`src/rtl/sct_pkg.sv`:
```
// Shared definitions for the sct sequencing front-end: FSM state encoding,
// stage thermometer codes and the sct output vector width.
package sct_pkg;

    localparam int SCT_RES_W = 15;

    typedef enum logic [1:0] {
        S_IDLE = 2'd0,
        S_ARM  = 2'd1,
        S_RUN  = 2'd2,
        S_HOLD = 2'd3
    } sct_seq_state_t;

    // Thermometer codes on sct pi08/pi07/pi06 (bit0 = pi06).
    localparam logic [2:0] STG_NONE = 3'b000;
    localparam logic [2:0] STG_ONE  = 3'b001;
    localparam logic [2:0] STG_TWO  = 3'b011;
    localparam logic [2:0] STG_FULL = 3'b111;

    // Fill the thermometer by one more bit; saturates at STG_FULL.
    function automatic logic [2:0] therm_next(input logic [2:0] s);
        return {s[1:0], 1'b1};
    endfunction

endpackage

```
`src/rtl/sct_seq_hold.sv`:
```
// Result register and valid/ready handshake for sct_seq.
// Optional HOLD watchdog enabled by macro SCT_SEQ_TIMEOUT_EN.
import sct_pkg::*;

module sct_seq_hold #(
    parameter int RES_W   = SCT_RES_W,
    parameter int TIMEOUT = 16
) (
    input  logic             clock,
    input  logic             reset,
    input  logic             capture,  // last RUN cycle: sample po
    input  logic             abort,
    input  logic [RES_W-1:0] po,
    input  logic             ready,
    output logic [RES_W-1:0] res,
    output logic             valid,
    output logic             err,
    output logic             done      // result leaves HOLD this edge
);

    logic [RES_W-1:0] res_q;
    logic             valid_q;
    logic             tmo;

`ifdef SCT_SEQ_TIMEOUT_EN
    localparam int WD_W = $clog2(TIMEOUT + 1);

    logic [WD_W-1:0] wd_q;
    logic            err_q;

    // Timeout only counts ready-low cycles, so a same-edge handshake always wins.
    assign tmo = valid_q & ~ready & (wd_q == WD_W'(TIMEOUT - 1));

    // Watchdog: restarts on each capture, advances while the result is stalled.
    always_ff @(posedge clock or posedge reset) begin
        if (reset) begin
            wd_q  <= '0;
            err_q <= 1'b0;
        end else begin
            if (capture)
                wd_q <= '0;
            else if (valid_q & ~ready & ~tmo)
                wd_q <= wd_q + 1'b1;
            if (tmo & ~abort)
                err_q <= 1'b1;
        end
    end

    assign err = err_q;
`else
    logic unused_cfg;
    assign unused_cfg = (TIMEOUT != 0);
    assign tmo        = 1'b0;
    assign err        = 1'b0;
`endif

    // Result capture and valid flag; res keeps its last value across abort.
    always_ff @(posedge clock or posedge reset) begin
        if (reset) begin
            res_q   <= '0;
            valid_q <= 1'b0;
        end else if (abort) begin
            valid_q <= 1'b0;
        end else if (capture) begin
            res_q   <= po;
            valid_q <= 1'b1;
        end else if (valid_q & (ready | tmo)) begin
            valid_q <= 1'b0;
        end
    end

    assign res   = res_q;
    assign valid = valid_q;
    assign done  = valid_q & (ready | tmo);

endmodule

```
`src/rtl/sct_seq.sv`:
```
// sct_seq: drives the sct progress chain (stage thermometer + down-counter)
// and hands the captured sct outputs downstream over valid/ready.
// Optional HOLD watchdog enabled by macro SCT_SEQ_TIMEOUT_EN.
import sct_pkg::*;

module sct_seq #(
    parameter int CNT_W   = 5,
    parameter int RES_W   = SCT_RES_W,
    parameter int TIMEOUT = 16
) (
    input  logic             clock,
    input  logic             reset,
    input  logic             en_i,
    input  logic             start_i,
    input  logic             abort_i,
    input  logic [CNT_W-1:0] load_i,
    output logic [2:0]       stage_o,
    output logic [CNT_W-1:0] cnt_o,
    input  logic [RES_W-1:0] sct_po_i,
    output logic [RES_W-1:0] res_o,
    output logic             res_valid_o,
    input  logic             res_ready_i,
    output logic             busy_o,
    output logic             err_o
);

    sct_seq_state_t   state_q, state_d;
    logic [2:0]       stage_q, stage_d;
    logic [CNT_W-1:0] cnt_q, cnt_d;
    logic             busy_q;
    logic             capture;
    logic             hold_done;

    // State, progress-chain and busy registers.
    always_ff @(posedge clock or posedge reset) begin
        if (reset) begin
            state_q <= S_IDLE;
            stage_q <= STG_NONE;
            cnt_q   <= '0;
            busy_q  <= 1'b0;
        end else begin
            state_q <= state_d;
            stage_q <= stage_d;
            cnt_q   <= cnt_d;
            busy_q  <= (state_d != S_IDLE);
        end
    end

    // Next-state: abort beats everything; en_i low freezes ARM and RUN.
    always_comb begin
        state_d = state_q;
        stage_d = stage_q;
        cnt_d   = cnt_q;
        capture = 1'b0;
        if (abort_i) begin
            state_d = S_IDLE;
            stage_d = STG_NONE;
            cnt_d   = '0;
        end else begin
            case (state_q)
                S_IDLE: begin
                    if (start_i & en_i) begin
                        state_d = S_ARM;
                        stage_d = STG_ONE;
                        cnt_d   = load_i;
                    end
                end
                S_ARM: begin
                    if (en_i) begin
                        stage_d = therm_next(stage_q);
                        if (stage_q == STG_FULL)
                            state_d = S_RUN;
                    end
                end
                S_RUN: begin
                    if (en_i) begin
                        if (cnt_q != '0) begin
                            cnt_d = cnt_q - 1'b1;
                        end else begin
                            capture = 1'b1;
                            state_d = S_HOLD;
                        end
                    end
                end
                S_HOLD: begin
                    if (hold_done) begin
                        state_d = S_IDLE;
                        stage_d = STG_NONE;
                        cnt_d   = '0;
                    end
                end
                default: begin
                    state_d = S_IDLE;
                    stage_d = STG_NONE;
                    cnt_d   = '0;
                end
            endcase
        end
    end

    sct_seq_hold #(
        .RES_W   (RES_W),
        .TIMEOUT (TIMEOUT)
    ) u_hold (
        .clock   (clock),
        .reset   (reset),
        .capture (capture),
        .abort   (abort_i),
        .po      (sct_po_i),
        .ready   (res_ready_i),
        .res     (res_o),
        .valid   (res_valid_o),
        .err     (err_o),
        .done    (hold_done)
    );

    assign stage_o = stage_q;
    assign cnt_o   = cnt_q;
    assign busy_o  = busy_q;

endmodule

```
`config.mk`:
```
export PLATFORM = sky130hd
export DESIGN_NAME = sct_seq
export DESIGN_NICKNAME = d
export VERILOG_FILES = /design/src/rtl/sct_pkg.sv /design/src/rtl/sct_seq_hold.sv /design/src/rtl/sct_seq.sv
export SDC_FILE = /design/constraint.sdc
export NUM_CORES = 1
export LEC_CHECK = 0
export CAP_MARGIN = 10
export CELL_PAD_IN_SITES_DETAIL_PLACEMENT = 1
export CELL_PAD_IN_SITES_GLOBAL_PLACEMENT = 1
export CORE_MARGIN = 1
export CORE_UTILIZATION = 34
export CTS_CLUSTER_SIZE = 20
export DETAILED_ROUTE_END_ITERATION = 8
export PLACE_DENSITY = 0.91
export SLEW_MARGIN = 20
export SYNTH_ARGS = -nofsm -noshare
export SYNTH_HDL_FRONTEND = slang
export SYNTH_SLANG_ARGS = --single-unit
```
`constraint.sdc`:
```
create_clock -name clock -period 2.4 [get_ports clock]
set_input_delay 0.48 -clock clock [delete_from_list [all_inputs] [get_ports clock]]
set_output_delay 0.48 -clock clock [all_outputs]
set_load 0.01 [all_outputs]
```
==> results of run 1 <==
==> metrics by stage <==
stage | cell area (um^2) | total power, mW
after floorplan | 1485 | 0.7301
after global placement | 2058 | 0.8815
after detailed placement | 2058 | 0.9093
after CTS | 2103 | 1.174
after global routing | 2103 | 1.229
final | 2103 | 1.165
==> layer usage <==
metal | global-route usage | wire [um] | vias up
met5 | 0 | 0 | -
met4 | 0.08073 | 125 | 0
met3 | 0.04833 | 134 | 15
met2 | 0.3603 | 2451 | 28
met1 | 0.2300 | 1635 | 621
li1 | - | - | 563
==> registers in the layout, indices dropped and copies added, names as in the netlist <==
| name | cells |
|---|---|
| busy_o | 1 |
| cnt_o | 5 |
| state_q | 2 |
| u_hold.valid | 1 |
| stage_o | 3 |
| u_hold.res | 15 |
==> layout make-up <==
type | instances | area share
repair buffers | 55 | 0.2617
inverters | 10 | 0.01785
flip-flops and latches | 27 | 0.3212
multi-input cells | 85 | 0.3480
clock buffers | 4 | 0.02142
well taps | 50 | 0.02974
==> placed cells by master, fill, tap and decap left out, drive strengths merged, types with 2 or more instances in the layout <==
| cell type | n |
|---|---|
| a21oi | 6 |
| or2 | 2 |
| nand4 | 2 |
| dfrtp | 27 |
| mux2 | 16 |
| nand2 | 7 |
| o21ai | 2 |
| a31o | 2 |
| a211oi | 4 |
| or3 | 2 |
| nand3 | 4 |
| a311oi | 2 |
| inv | 10 |
| nor2 | 6 |
| o31ai | 2 |
| ha | 6 |
| clkdlybuf4s50 | 50 |
| buf | 5 |
| and2 | 2 |
| a21boi | 2 |
| nand2b | 3 |
| a311o | 2 |
| clkbuf | 4 |
| nor2b | 2 |
==> power by group through the flow <==
stage	clock network [mW]	registers [mW]	logic [mW]
after CTS	0.269	0.537	0.368
after detailed placement	0	0.545	0.364
after global routing	0.285	0.545	0.399
final	0.264	0.537	0.364
after floorplan	0	0.551	0.179
after global placement	0	0.542	0.340
==> worst reg2reg max path, cell delays in order (launching register included) <==
cell and delay [ps]:
dfrtp_1 440, inv_1 110, ha_1 290, or2_2 310
a211oi_2 380, mux2_2 380, nor2_1 90
==> cell families (layout without fill, tap and decap cells) <==
group	after synthesis	count (layout)	synth area share
flip-flops	27	27	0.4549
adder cells (fa/ha/maj)	6	6	0.05055
buffers and inverters	15	69	0.05224
AO/OA/AOI/OAI	29	29	0.1575
multiplexers	17	17	0.1533
AND/OR/NAND/NOR	32	32	0.1289
other	1	1	0.002525
==> path summary, 6_finish.rpt <==
path | startpoint | to | slack (ps) | cells after the start
worst max-delay path | state_q[0] | stage_o[2] | 340 | 6
worst min-delay path | u_hold.res[11] | u_hold.res[11] | 520 | 1
worst max register to register | state_q[0] | stage_o[2] | 340 | 6
worst min register to register | u_hold.res[11] | u_hold.res[11] | 520 | 1
max in group asynchronous | reset | stage_o[1] | 1530 | 3
min in group asynchronous | reset | u_hold.res[5] | 600 | 3
==> summary.md, run 1 <==
| Metric | Value |
|---|---|
| Status | `complete, no violations` |
| RSZ-0062 raised after global routing | `no` |
| Slowest stage cell, crit path | `dfrtp_1` |
| CP required | `2600 ps` |
| Syn_area_per_cell | `11.69 um^2` |
| Post-synth EDFFs | `0` |
| Main flop type after synthesis | `dfrtp_1` |
| Int Pwr | `0.7953 mW` |
| Worst Clk Skew | `7.225 ps` |
| Share of cells above drive strength 1 | `0.1823` |
| Commonest cells in the synthesized netlist | `27 x dfrtp_1, 10 x inv_1, 10 x mux2_4` |
| Mean routed wirelength per cell | `18.81 um` |
| Core area | `4086 um^2` |
| Clock Power Share | `0.226` |
| Post-synth top area share | `0.4549` |
| PD cells | `553.8 nW/um^2` |
| Chip height | `68.09 um` |
| Leakage | `0.9001 nW` |
| Synth Register Bits | `27` |
| Final setup viols | `0` |
| Worst path arrival time | `2270 ps` |
| Net Sw Frac | `0.3172` |
| Most frequent cell after synthesis | `dfrtp_1` |
| Clk sinks | `27` |
| Crit path cell chain | `inv_1 > ha_1 > or2_2 > a211oi_2 > mux2_2 > nor2_1` |
| Setup TNS Final | `0 ps` |
| Slew margin rel. | `0.6474` |
| Syn_nets | `159` |
| Synthesized instance count | `127` |
| Max H-tree Level | `1` |
| Worst Path Buf+Inv | `1` |
| Crit-path max FO | `5` |
| Final GP Congestion | `0.8450` |
| DR vias/cell | `5.312` |
| Register area | `675.6 um^2` |
| Post-CTS sizing | `0` |
| Synth cell types | `41` |
| Largest net degree at the start of global routing | `28` |
| Final WS setup | `337.2 ps` |
| CTS Root Cell | `clkbuf_8` |
| Clk_lat worst skew | `280 ps` |
| Tightest Pin Transition | `527.8 ps` |
| Cts bufs inserted | `3` |
| Postcts setup bufs | `0` |
| Asr flop ratio synth | `1.000` |
| Final nets | `214` |
| Clock buffer depth | `2` |
| Overflow left after global routing | `0` |
| Overall routing resource usage | `0.2025` |
| Top Ports | `52` |
| Worst min-delay path category | `reg -> reg` |
| Power share of the combinational group | `0.313` |
| CTS hold repair buffers | `0` |
| Clock transition at path regs | `90 ps` |
| WS Path Type | `reg -> reg` |
| Seq pwr share | `0.461` |
| Slew Limit Fails | `0` |
| Post-route insts no fill | `231` |
| # DRC | `0` |
| Final Hold Vio Count | `0` |
| Multi-input gate area | `732.0 um^2` |
| Drt first pass iters | `4` |
| Fmax | `0.4848 GHz` |
| Synth top area cells | `dfrtp_1 45%, mux2_4 10%, ha_1 5.1%` |
| Post-route antenna net violation count | `0` |
| Netlist Area Pre-Place | `1485 um^2` |
| Max cap viols | `0` |
| Initial DRC count | `63` |
| Sequential share of the synthesized area | `0.4549` |
| Placed instance count | `227` |
| Die span in x | `68.09 um` |
| Final WL | `4.346 mm` |
| Pre-CTS setup slack | `156.2 ps` |
| FILL cells | `444` |
| WHS | `521.3 ps` |
| Switch Pwr | `0.3695 mW` |
| Antenna diodes | `0` |
| Placement Rows | `23` |
| Die area | `4636 um^2` |
| Vias in the first global route | `1356` |
| Buffers on Ports | `50` |
| Critical Path Max Stage Delay | `440 ps` |
| Synth area leader | `dfrtp_1` |
| Post-layout min period | `2063 ps` |
| CTS tree | `built` |
| Via count | `1227` |
| Crit. End Element | `flop` |
| Starting Density | `0.3634` |
| First-pass GRT wire length | `6.858 mm` |
| Critical path's top delay family | `flip-flops` |
| Antenna violations before repair | `0` |
| Largest vdd supply drop | `300.2 uV` |
| Tcrit/Tclk final | `0.8595` |
| HPWL after detailed placement | `3.411 mm` |
| Ys Warns | `0` |
| Area Growth Syn to Fin | `41.62%` |
| CP Launch Type | `flop` |
| Post-layout util | `0.5147` |
Note: power is estimated with default switching activity, not from simulation.
==> run 2: changes to the inputs <==
--- a/config.mk
+++ b/config.mk
@@ -12,8 +12,10 @@
 export CORE_UTILIZATION = 34
 export CTS_CLUSTER_SIZE = 20
 export DETAILED_ROUTE_END_ITERATION = 8
+export GPL_ROUTABILITY_DRIVEN = 0
 export PLACE_DENSITY = 0.91
 export SLEW_MARGIN = 20
 export SYNTH_ARGS = -nofsm -noshare
 export SYNTH_HDL_FRONTEND = slang
+export SYNTH_HIERARCHICAL = 1
 export SYNTH_SLANG_ARGS = --single-unit
==> summary.md, run 2 <==
| Metric | Value |
|---|---|
| Status | `complete, no violations (unchanged)` |
| CP Launch Type | `flop (unchanged)` |
| Syn_nets | `162 (was 159)` |
| CTS Root Cell | `clkbuf_8 (unchanged)` |
| DR vias/cell | `5.073 (was 5.312)` |
| Final nets | `215 (was 214)` |
| Synth top area cells | `dfrtp_1 46%, mux2_4 10%, ha_1 5.1% (was dfrtp_1 45%, mux2_4 10%, ha_1 5.1%)` |
| First-pass GRT wire length | `6.113 mm (was 6.858 mm)` |
| Synth area leader | `dfrtp_1 (unchanged)` |
| Clock transition at path regs | `90 ps (about the same)` |
| Multi-input gate area | `700.7 um^2 (was 732.0 um^2)` |
| Largest vdd supply drop | `601.2 uV (was 300.2 uV)` |
| Synth Register Bits | `27 (unchanged)` |
| Most common cell after layout, fill and taps aside | `clkdlybuf4s50_1 (unchanged)` |
| Ys Warns | `6 (was 0)` |
| Setup TNS Final | `0 ps (unchanged)` |
| Pre-CTS setup slack | `39.93 ps (was 156.2 ps)` |
| Asr flop ratio synth | `1.000 (unchanged)` |
| Initial DRC count | `35 (was 63)` |
| Overflow left after global routing | `0 (unchanged)` |
| Vias in the first global route | `1270 (was 1356)` |
| Leakage | `0.9104 nW (was 0.9001 nW)` |
| Synthesized instance count | `130 (was 127)` |
| CP required | `2560 ps (was 2600 ps)` |
| Chip height | `67.84 um (was 68.09 um)` |
| Clk sinks | `27 (unchanged)` |
| Switch Pwr | `0.7937 mW (was 0.3695 mW)` |
| Post-route antenna net violation count | `0 (unchanged)` |
| Placement Rows | `23 (unchanged)` |
| Clk_lat worst skew | `270 ps (was 280 ps)` |
| Starting Density | `0.3607 (was 0.3634)` |
| Net Sw Frac | `0.3569 (was 0.3172)` |
| Via count | `1177 (was 1227)` |
| CTS hold repair buffers | `0 (unchanged)` |
| Die area | `4602 um^2 (was 4636 um^2)` |
| WS Path Type | `reg -> reg (unchanged)` |
| # DRC | `0 (unchanged)` |
| RSZ-0062 raised after global routing | `no (unchanged)` |
| FILL cells | `445 (was 444)` |
| Crit. End Element | `flop (unchanged)` |
| Mean routed wirelength per cell | `16.81 um (was 18.81 um)` |
| Area Growth Syn to Fin | `40.58% (was 41.62%)` |
| Slew margin rel. | `0.5868 (was 0.6474)` |
| Seq pwr share | `0.355 (was 0.461)` |
| Worst min-delay path category | `reg -> reg (unchanged)` |
| Post-synth EDFFs | `0 (unchanged)` |
| Antenna diodes | `0 (unchanged)` |
| Most frequent cells in the layout | `50 x clkdlybuf4s50_1, 27 x dfrtp_1, 10 x inv_1, 10 x mux2_4, 7 x nand2_1 (was 50 x clkdlybuf4s50_1, 27 x dfrtp_1, 10 x mux2_4, 10 x inv_1, 7 x nand2_1)` |
| Final setup viols | `0 (unchanged)` |
| HPWL after detailed placement | `3.088 mm (was 3.411 mm)` |
| Worst path arrival time | `2410 ps (was 2270 ps)` |
| Post-CTS sizing | `0 (unchanged)` |
| Syn_area_per_cell | `11.34 um^2 (was 11.69 um^2)` |
| Clock buffer depth | `2 (unchanged)` |
| Tightest Pin Transition | `619.2 ps (was 527.8 ps)` |
| Overall routing resource usage | `0.1851 (was 0.2025)` |
| CTS tree | `built (unchanged)` |
| Core area | `4086 um^2 (unchanged)` |
| Final WS setup | `157.8 ps (was 337.2 ps)` |
| Buffers on Ports | `50 (unchanged)` |
| Crit-path max FO | `13 (was 5)` |
| Drt first pass iters | `4 (unchanged)` |
| Top Ports | `52 (unchanged)` |
| Int Pwr | `1.430 mW (was 0.7953 mW)` |
| Slew Limit Fails | `0 (unchanged)` |
| Antenna violations before repair | `0 (unchanged)` |
| Worst Clk Skew | `4.860 ps (was 7.225 ps)` |
| Post-synth top area share | `0.4584 (was 0.4549)` |
| Largest net degree at the start of global routing | `17 (was 28)` |
| Tcrit/Tclk final | `0.9343 (was 0.8595)` |
| Postcts setup bufs | `0 (unchanged)` |
| Netlist Area Pre-Place | `1474 um^2 (was 1485 um^2)` |
| Final WL | `3.901 mm (was 4.346 mm)` |
| Share of cells above drive strength 1 | `0.1484 (was 0.1823)` |
| Final Hold Vio Count | `0 (unchanged)` |
| Sequential share of the synthesized area | `0.4584 (was 0.4549)` |
| Max cap viols | `0 (unchanged)` |
| Main flop type after synthesis | `dfrtp_1 (unchanged)` |
| Register area | `675.6 um^2 (unchanged)` |
| Die span in x | `67.84 um (was 68.09 um)` |
| Cts bufs inserted | `3 (unchanged)` |
| Commonest cells in the synthesized netlist | `27 x dfrtp_1, 10 x inv_1, 10 x mux2_4 (unchanged)` |
| Most frequent cell after synthesis | `dfrtp_1 (unchanged)` |
| Max reg flops | `15 (unchanged)` |
| PD cells | `1073 nW/um^2 (was 553.8 nW/um^2)` |
| Power share of the combinational group | `0.529 (was 0.313)` |
| Post-layout min period | `2242 ps (was 2063 ps)` |
| Max H-tree Level | `1 (unchanged)` |
| Fmax | `0.4460 GHz (was 0.4848 GHz)` |
| Clock Power Share | `0.116 (was 0.226)` |
| Synth cell types | `42 (was 41)` |
## run 2: cells by family after synthesis
| kind of cell | Yosys count | share of synthesized area |
|---|---|---|
| adder cells (fa/ha/maj) | 6 | 0.05093 |
| other | 1 | 0.002544 |
| AND/OR/NAND/NOR | 34 | 0.1307 |
| flip-flops | 27 | 0.4584 |
| AO/OA/AOI/OAI | 27 | 0.1282 |
| multiplexers | 18 | 0.1630 |
| buffers and inverters | 17 | 0.06620 |
## run 2: final cells by class
class | instances | share of cell area
Multi-Input combinational cell | 86 | 0.3382
Timing Repair Buffer | 55 | 0.2657
Tap cell | 50 | 0.03019
Clock buffer | 4 | 0.02174
Inverter | 10 | 0.01812
Sequential cell | 27 | 0.3261
## run 2: worst max-delay path, cell delays in order, from the launching register on
cell,delay (ps)
dfrtp_1,430
inv_1,110
ha_1,260
nor2b_1,200
nand3_1,150
nor2_1,180
nor2b_4,240
buf_12,170
mux2_2,350
## run 2: through the flow
stage	std cells	hold WS [ps]	area [um^2]	util	power, mW
final	232	526.9	2072	0.5070	2.224
after global routing	232	537.2	2072	0.5070	2.366
after CTS	232	528.5	2072	0.5070	2.253
after detailed placement	228	498.0	2027	0.4960	1.980
after global placement	228	492.8	2027	0.4960	1.922
after floorplan	130	332.4	1474	-	1.408
## run 2: metal layers
layer  vias up  share of wire  track usage
met4         0          0.011      0.07031
met1       568           0.39       0.2096
met5         -              0            0
met3         4          0.069      0.04000
li1        561              -            -
met2        44           0.53       0.3366
## run 2: worst paths after layout
| path | startpoint | endpoint | slack, ps | cells past startpoint |
|---|---|---|---|---|
| max | cnt_o[0] | u_hold/res[11] | 160 | 8 |
| min | u_hold/res[0] | u_hold/res[0] | 530 | 1 |
| max reg2reg | cnt_o[0] | u_hold/res[11] | 160 | 8 |
| min reg2reg | u_hold/res[0] | u_hold/res[0] | 530 | 1 |
| max in group asynchronous | reset | u_hold/res[3] | 1390 | 2 |
| min in group asynchronous | reset | state_q[0] | 540 | 2 |
## run 2: power by group through the flow
| stage | clock network (mW) | logic, mW | registers [mW] |
|---|---|---|---|
| floorplan | 0 | 0.567 | 0.841 |
| global placement | 0 | 1.14 | 0.783 |
| detailed placement | 0 | 1.19 | 0.794 |
| CTS | 0.266 | 1.19 | 0.794 |
| global route | 0.278 | 1.27 | 0.814 |
| finish | 0.258 | 1.18 | 0.790 |
